### src/rtl/dot_product_seq_if.sv
// rtl/dot_product_seq_if.sv - bus bundle between the dot-product sequencer and its environment
// Groups the control handshake, data-memory read port and ALU operand port.
//   start/a_base/b_base/len    : operation request
//   busy/done/result/zero      : operation status and registered result
//   mem_addr/mem_rd_en         : memory read request, mem_rdata one cycle later
//   alu_in1/alu_in2/alu_op     : ALU operands, alu_out/alu_z returned combinationally
// Modport master is the sequencer view; modport slave is the environment view.
interface dot_product_seq_if #(
  parameter int ADDR_W = 8
);
  logic              start;
  logic [ADDR_W-1:0] a_base;
  logic [ADDR_W-1:0] b_base;
  logic [ADDR_W-1:0] len;
  logic [ADDR_W-1:0] mem_addr;
  logic              mem_rd_en;
  logic [15:0]       mem_rdata;
  logic [15:0]       alu_in1;
  logic [15:0]       alu_in2;
  logic [2:0]        alu_op;
  logic [15:0]       alu_out;
  logic [1:0]        alu_z;
  logic              busy;
  logic              done;
  logic [15:0]       result;
  logic              zero;

  modport master (
    input  start, a_base, b_base, len, mem_rdata, alu_out, alu_z,
    output mem_addr, mem_rd_en, alu_in1, alu_in2, alu_op, busy, done, result, zero
  );

  modport slave (
    output start, a_base, b_base, len, mem_rdata, alu_out, alu_z,
    input  mem_addr, mem_rd_en, alu_in1, alu_in2, alu_op, busy, done, result, zero
  );
endinterface

### src/rtl/dot_product_seq.sv
// rtl/dot_product_seq.sv - sequencer computing a 16-bit dot product through an external ALU
// Ports:
//   clk : clock, rising edge
//   rst : synchronous active-high reset
//   bus : dot_product_seq_if.master (request, memory read port, ALU port, status)
// Each element takes RD_A, RD_B, MUL, ACC; DONE publishes the result and zero flag.
module dot_product_seq #(
  parameter int ADDR_W = 8
) (
  input logic              clk,
  input logic              rst,
  dot_product_seq_if.master bus
);

  typedef enum logic [2:0] {
    IDLE = 3'd0,
    RD_A = 3'd1,
    RD_B = 3'd2,
    MUL  = 3'd3,
    ACC  = 3'd4,
    DONE = 3'd5
  } state_t;

  localparam logic [2:0] OP_ADD  = 3'd0;
  localparam logic [2:0] OP_MUL  = 3'd2;
  localparam logic [2:0] OP_PASS = 3'd4;

  state_t            state;
  logic [ADDR_W-1:0] a_b;
  logic [ADDR_W-1:0] b_b;
  logic [ADDR_W-1:0] n;
  logic [ADDR_W-1:0] idx;
  logic [15:0]       opa;
  logic [15:0]       prod;
  logic [15:0]       acc;

  // Only the low zero-flag bit carries meaning for this block.
  logic unused_alu_z;
  assign unused_alu_z = bus.alu_z[1];

  // Control outputs are registered: each branch below sets the values that
  // belong to the state being entered.
  always_ff @(posedge clk) begin
    if (rst) begin
      state         <= IDLE;
      a_b           <= '0;
      b_b           <= '0;
      n             <= '0;
      idx           <= '0;
      opa           <= '0;
      prod          <= '0;
      acc           <= '0;
      bus.mem_rd_en <= 1'b0;
      bus.mem_addr  <= '0;
      bus.alu_op    <= OP_ADD;
      bus.busy      <= 1'b0;
      bus.done      <= 1'b0;
      bus.result    <= '0;
      bus.zero      <= 1'b0;
    end else begin
      bus.mem_rd_en <= 1'b0;
      bus.mem_addr  <= '0;
      bus.alu_op    <= OP_ADD;
      bus.done      <= 1'b0;
      case (state)
        IDLE: begin
          if (bus.start) begin
            a_b      <= bus.a_base;
            b_b      <= bus.b_base;
            n        <= bus.len;
            idx      <= '0;
            acc      <= '0;
            bus.busy <= 1'b1;
            if (bus.len != '0) begin
              state         <= RD_A;
              bus.mem_rd_en <= 1'b1;
              bus.mem_addr  <= bus.a_base;
            end else begin
              state      <= DONE;
              bus.alu_op <= OP_PASS;
              bus.done   <= 1'b1;
            end
          end
        end
        RD_A: begin
          state         <= RD_B;
          bus.mem_rd_en <= 1'b1;
          bus.mem_addr  <= b_b + idx;
        end
        RD_B: begin
          // mem_rdata now holds the A element requested in RD_A.
          opa        <= bus.mem_rdata;
          state      <= MUL;
          bus.alu_op <= OP_MUL;
        end
        MUL: begin
          prod  <= bus.alu_out;
          state <= ACC;
        end
        ACC: begin
          acc <= bus.alu_out;
          idx <= idx + ADDR_W'(1);
          if (idx == n - ADDR_W'(1)) begin
            state      <= DONE;
            bus.alu_op <= OP_PASS;
            bus.done   <= 1'b1;
          end else begin
            state         <= RD_A;
            bus.mem_rd_en <= 1'b1;
            bus.mem_addr  <= a_b + idx + ADDR_W'(1);
          end
        end
        DONE: begin
          bus.result <= acc;
          bus.zero   <= bus.alu_z[0];
          bus.busy   <= 1'b0;
          state      <= IDLE;
        end
        default: begin
          bus.busy <= 1'b0;
          state    <= IDLE;
        end
      endcase
    end
  end

  // Operand muxes stay combinational: in MUL the B element is only present on
  // mem_rdata during that very cycle.
  always_comb begin
    bus.alu_in1 = '0;
    bus.alu_in2 = '0;
    case (state)
      MUL: begin
        bus.alu_in1 = opa;
        bus.alu_in2 = bus.mem_rdata;
      end
      ACC: begin
        bus.alu_in1 = acc;
        bus.alu_in2 = prod;
      end
      DONE: begin
        bus.alu_in2 = acc;
      end
      default: ;
    endcase
  end

endmodule
### src/flat_wrapper.sv
// flat-port wrapper written by rule: the top's interface ports become plain ports
module dot_product_seq_flat 
#(
  parameter int ADDR_W = 8
)
  (clk, rst, bus_start, bus_a_base, bus_b_base, bus_len, bus_mem_rdata, bus_alu_out, bus_alu_z, bus_mem_addr, bus_mem_rd_en, bus_alu_in1, bus_alu_in2, bus_alu_op, bus_busy, bus_done, bus_result, bus_zero);
  dot_product_seq_if #(.ADDR_W(ADDR_W)) bus_i ();
  input logic clk;
  input logic rst;
  input wire logic [$bits(bus_i.start)-1:0] bus_start;
  input wire logic [$bits(bus_i.a_base)-1:0] bus_a_base;
  input wire logic [$bits(bus_i.b_base)-1:0] bus_b_base;
  input wire logic [$bits(bus_i.len)-1:0] bus_len;
  input wire logic [$bits(bus_i.mem_rdata)-1:0] bus_mem_rdata;
  input wire logic [$bits(bus_i.alu_out)-1:0] bus_alu_out;
  input wire logic [$bits(bus_i.alu_z)-1:0] bus_alu_z;
  output wire logic [$bits(bus_i.mem_addr)-1:0] bus_mem_addr;
  output wire logic [$bits(bus_i.mem_rd_en)-1:0] bus_mem_rd_en;
  output wire logic [$bits(bus_i.alu_in1)-1:0] bus_alu_in1;
  output wire logic [$bits(bus_i.alu_in2)-1:0] bus_alu_in2;
  output wire logic [$bits(bus_i.alu_op)-1:0] bus_alu_op;
  output wire logic [$bits(bus_i.busy)-1:0] bus_busy;
  output wire logic [$bits(bus_i.done)-1:0] bus_done;
  output wire logic [$bits(bus_i.result)-1:0] bus_result;
  output wire logic [$bits(bus_i.zero)-1:0] bus_zero;
  assign bus_i.start = bus_start;
  assign bus_i.a_base = bus_a_base;
  assign bus_i.b_base = bus_b_base;
  assign bus_i.len = bus_len;
  assign bus_i.mem_rdata = bus_mem_rdata;
  assign bus_i.alu_out = bus_alu_out;
  assign bus_i.alu_z = bus_alu_z;
  assign bus_mem_addr = bus_i.mem_addr;
  assign bus_mem_rd_en = bus_i.mem_rd_en;
  assign bus_alu_in1 = bus_i.alu_in1;
  assign bus_alu_in2 = bus_i.alu_in2;
  assign bus_alu_op = bus_i.alu_op;
  assign bus_busy = bus_i.busy;
  assign bus_done = bus_i.done;
  assign bus_result = bus_i.result;
  assign bus_zero = bus_i.zero;
  dot_product_seq #(.ADDR_W(ADDR_W)) u_core (.clk(clk), .rst(rst), .bus(bus_i));
endmodule
### config.mk
export PLATFORM = sky130hd
export DESIGN_NAME = dot_product_seq_flat
export DESIGN_NICKNAME = d
export VERILOG_FILES = /design/src/rtl/dot_product_seq_if.sv /design/src/rtl/dot_product_seq.sv /design/src/flat_wrapper.sv
export SDC_FILE = /design/constraint.sdc
export NUM_CORES = 1
export LEC_CHECK = 0
export ABC_AREA = 1
export CORE_MARGIN = 4
export CORE_UTILIZATION = 59
export CTS_BUF_LIST = sky130_fd_sc_hd__clkbuf_4 sky130_fd_sc_hd__clkbuf_8 sky130_fd_sc_hd__clkbuf_16
export DETAILED_ROUTE_END_ITERATION = 7
export DONT_BUFFER_PORTS = 1
export GPL_TIMING_DRIVEN = 0
export PLACE_DENSITY = 0.75
export SYNTH_ARGS = -nofsm -noshare
export SYNTH_HDL_FRONTEND = slang
export SYNTH_SLANG_ARGS = --single-unit
### constraint.sdc
create_clock -name clk -period 5 [get_ports clk]
set_input_delay 1.5 -clock clk [delete_from_list [all_inputs] [get_ports clk]]
set_output_delay 1.5 -clock clk [all_outputs]
set_load 0.01 [all_outputs]
Yosys cells after proc, flatten, opt, wreduce, memory -nomap -nowiden

Index checks and enable logic that the tools add are counted.

Equal/unequal tests: 7
Add/sub/neg operators: 5
Bitwise logic cells: 1
Mux-type cells: 28
Reduce and logical (&&, ||, !) cells: 7

Operator list:

| cell                  | count |
|---|---|
| $pmux W16 S2          | 2 |
| $pmux W16 S3          | 1 |
| $mux W8               | 4 |
| $pmux W8 S3           | 1 |
| $mux W3               | 6 |
| $add A8 B1 Y8 const B | 2 |
| $add A8 B8 Y8         | 2 |
| $mux W16              | 1 |
| $pmux W8 S2           | 1 |
| $pmux W3 S5           | 1 |
| $pmux W3 S3           | 1 |
| $eq A8 B8 Y1          | 1 |
| $reduce_bool A8 Y1    | 1 |
| $sub A8 B1 Y8 const B | 1 |
| $mux W1               | 7 |
| $eq A3 B2 Y1 const B  | 2 |
| $eq A3 B3 Y1 const B  | 2 |
| $reduce_and A2 Y1     | 3 |
| $pmux W1 S2           | 2 |
| $reduce_or A4 Y1      | 1 |
| $eq A3 B1 Y1 const B  | 1 |
| $logic_not A3 Y1      | 1 |
| $pmux W1 S3           | 1 |
| $ne A2 B2 Y1 const B  | 1 |
| other kinds (2)       | 2 |

Output and inout bits: 63
Word-level logic and storage cells: 63
Bits in registers: 114

Longest topological paths before layout

Word-level depth: 4
Mapped depth: 14
Mapped depth without buffers: 14

Worst setup path before layout

No wires, ideal clock.

Path type: input port to output port
From: in bus_mem_rdata[0]
To: out bus_alu_in2[0]
Stages on the path: 2
Setup slack: 1.836 ns
Arrival: 1.664 ns
Data required time: 3.500 ns
Cell sequence: nand2_1 -> nand3_1

Cells in the longest elaborated chain, start to end: 1

RTL lines:

| what         | RTL line               | source |
|---|---|---|
| from (decl)  | flat_wrapper.sv:14     | `input wire logic [$bits(bus_i.mem_rdata)-1:0] bus_mem_rdata;` |
| $pmux W16 S3 | dot_product_seq.sv:132 | `case (state)` |
| to (decl)    | flat_wrapper.sv:20     | `output wire logic [$bits(bus_i.alu_in2)-1:0] bus_alu_in2;` |

No other way between the ends.

Final worst setup path

From: reg u_core.state[1]
To: out bus_alu_in2[2]

Cells in the longest elaborated chain, start to end: 2
Elaborated cells on any way between the ends: 4
Classes of those cells: eq/ne: 3; mux: 1

RTL lines:

| what                                                | RTL line               | source |
|---|---|---|
| from (decl)                                         | dot_product_seq.sv:28  | `state_t state;` |
| from (signal assigned)                              | dot_product_seq.sv:45  | `state <= IDLE;` |
| from (signal assigned)                              | dot_product_seq.sv:75  | `state <= RD_A;` |
| from (signal assigned)                              | dot_product_seq.sv:79  | `state <= DONE;` |
| $eq A3 B3 Y1 / $eq A3 B2 Y1 (equally long branches) | dot_product_seq.sv:132 |  |
| $pmux W16 S3 *                                      | dot_product_seq.sv:132 |  |

Every way passes the cells marked *; elsewhere a longest branch is shown, timed or not.

==> results.ini <==
[outcome]
status = finished with violations
failed_checks = DRC

[clock_network]
clockBufferDepth = 2
clk_latency_ps = 520
ctsHtreeMaxLevel = 4
cts_root_buf = clkbuf_8
clk_pin_slew_worst_paths_ps = 60
cts_tree = built
cts_repair_resize_count = 0
post-cts-setup-buffers = 0
cts_sinks = 113
postCtsHoldBufs = 0
cts_made_buffers = 17

[worst_setup_path]
setup.worst_path.start = u_core.state[1]
reg2reg_slack_ps = 2890
cp_max_fo = 10
reg2regPathDepth = 13
crit_end = bus_alu_in2[2]
crit_type = reg -> out
required_ps = 3500
r2r-end = u_core.bus.mem_addr[6]
reg2reg_from = u_core.idx[0]
arrival_ps = 2240
cp-start-kind = flop
cp-end-kind = output port

[cells_and_area]
multiInputGateArea_mm2 = 0.00281
area.growth.synth_to_final_pct = 13.4
drive_above_1_share_pct = 10.0
layout_common_cells = nand2_1, nor2_1, dfxtp_1
nFillCells = 749
ff_latch_area_mm2 = 0.00226
final_common_cell = nand2_1
nets = 854
diodes = 0

[detailed_routing]
wl_per_cell_um = 18.6
vias_per_cell = 5.98
drtAntennaViolNets = 0
drcViolationCount = 2
dr_total_vias = 5362
drtIter0Drc = 440
drt-pass1-iter-count = 7
wirelength_um = 16700

[flow_run]
max_cap_viol_count = 0

[logic_synthesis]
ys.flop_type = dfxtp_1
synthesis.nets = 835
synth_seq_cells = 113
ys_types = 40
avgSynthCellArea_um2 = 7.22
syn_area_mm2 = 0.00546
synth_cells = 756
yosysSeqAreaShare_pct = 41.5
yosysWarnings = 0
synth_edf_count = 0
synthArstFlopShare_pct = 0

[global_routing]
grt_pass1_vias = 5266
grt_max_degree = 17
grt_pass1_wl_um = 26600
overflow = 0
grtUsageTotal_pct = 30.6
antenna_found_initial = 0

[sta]
period_needed_ps = 3740
hold_viol = 0
fin_tns_setup_ps = 0
report.final.slew_viol_count = 0
fin_ws_ps = 1260
fmax_mhz = 267
fin_crit_sh_pct = 74.8
skew_ps = 17.7
holdWs_ps = 469
max_slew_margin_pct = 57.9
setup_viol = 0
grt_setup_unrepaired = false
tightest_slew_ps = 631

[power]
power_density_mw_per_mm2 = 413
power.total_mw = 2.56
max-vdd-ir-drop_uv = 342
leakagePower_nw = 2.56

[min_path]
min_from = u_core.a_b[0]
hold_class = reg -> reg

[die]
ios = 124
core_mm2 = 0.00885
die_y_um = 104
start_util_pct = 61.7
dieArea_mm2 = 0.0109
die-width_um = 104
core.rowCount = 34

[placed_design]
post-place-ws_ps = 1770
portBuffers = 0
hpwl_um = 11900
gp_congestion = 0.931

==> metal layers <==
layer | vias to the layer above | global-route usage, % | share of wire [%]
met4 | 0 | 9.88 | 1.5
met5 | - | 0 | 0
met1 | 2540 | 39.0 | 42
met3 | 19 | 8.32 | 9.1
li1 | 2542 | - | -
met2 | 261 | 50.2 | 47
==> metrics by stage <==
stage / instances / utilization, % / cell area (µm²)
after floorplan: 756 / - / 5460
after global placement: 864 / 63.2 / 5590
after detailed placement: 864 / 63.2 / 5590
after CTS: 896 / 69.9 / 6190
after global routing: 896 / 69.9 / 6190
final: 896 / 69.9 / 6190
==> sequential cells by signal (all words and copies together), names as in the netlist <==
register	count
u_core.a_b	8
u_core.acc	16
u_core.opa	16
u_core.bus.alu_op	2
u_core.state	3
u_core.bus.mem_rd_en	1
u_core.bus.result	16
u_core.b_b	8
u_core.prod	16
u_core.n	8
u_core.idx	8
u_core.bus.busy	1
u_core.bus.done	1
u_core.bus.zero	1
u_core.bus.mem_addr	8
==> final cells by class <==
class | instances | share of cell area, %
Sequential cell | 113 | 36.6
Clock inverter | 13 | 2.61
Multi-Input combinational cell | 553 | 45.3
Tap cell | 108 | 2.18
Inverter | 50 | 3.03
Clock buffer | 19 | 7.04
Buffer | 40 | 3.26
==> worst max-delay path, stage by stage (launching register included) <==
cell	delay, ps
dfxtp_1	450
nand3_1	320
inv_2	150
clkbuf_1	490
nand2_1	140
nand3_1	180
==> worst min-delay path by stage <==
stage                          to  slack (ps)  cells after the start
finish              u_core.a_b[0]         470                      2
global route        u_core.a_b[0]         480                      2
CTS                 u_core.a_b[0]         470                      2
detailed placement  u_core.a_b[4]         460                      2
global placement    u_core.a_b[4]         450                      2
floorplan           u_core.a_b[0]         440                      2
==> cell usage after synthesis (5+ instances only) <==
master	instances	area, µm²
nand2_1	173	649
nor2_1	116	435
inv_1	43	161
xor2_1	6	52.6
inv_2	7	26.3
nand3_1	39	195
a32o_1	16	160
ha_1	16	200
clkbuf_1	17	63.8
a21oi_1	73	365
o21ai_0	58	290
nand2_2	6	37.5
nand4_1	5	31.3
dfxtp_1	113	2260
buf_2	12	60.1
buf_4	7	52.6
==> where the power goes <==
group          leakage (nW)  switching (mW)  internal, mW
logic                  1.35           0.229         0.106
clock network         0.284           0.443         0.777
registers             0.920          0.0428         0.961
total                  2.56           0.714          1.84
==> logic make-up (layout without fill, tap and decap cells) <==
logic type      Yosys count  count (layout)  share of synthesized area, %
flops                   113             113                          41.5
other cells               1               1                        0.0687
fa+ha+maj                18              18                          4.40
xor+xnor                 10              10                          1.61
simple gates            354             354                          26.9
compound gates          170             170                          18.4
buf+inv                  90             122                          7.13
Power figures use the tool's default switching activity.
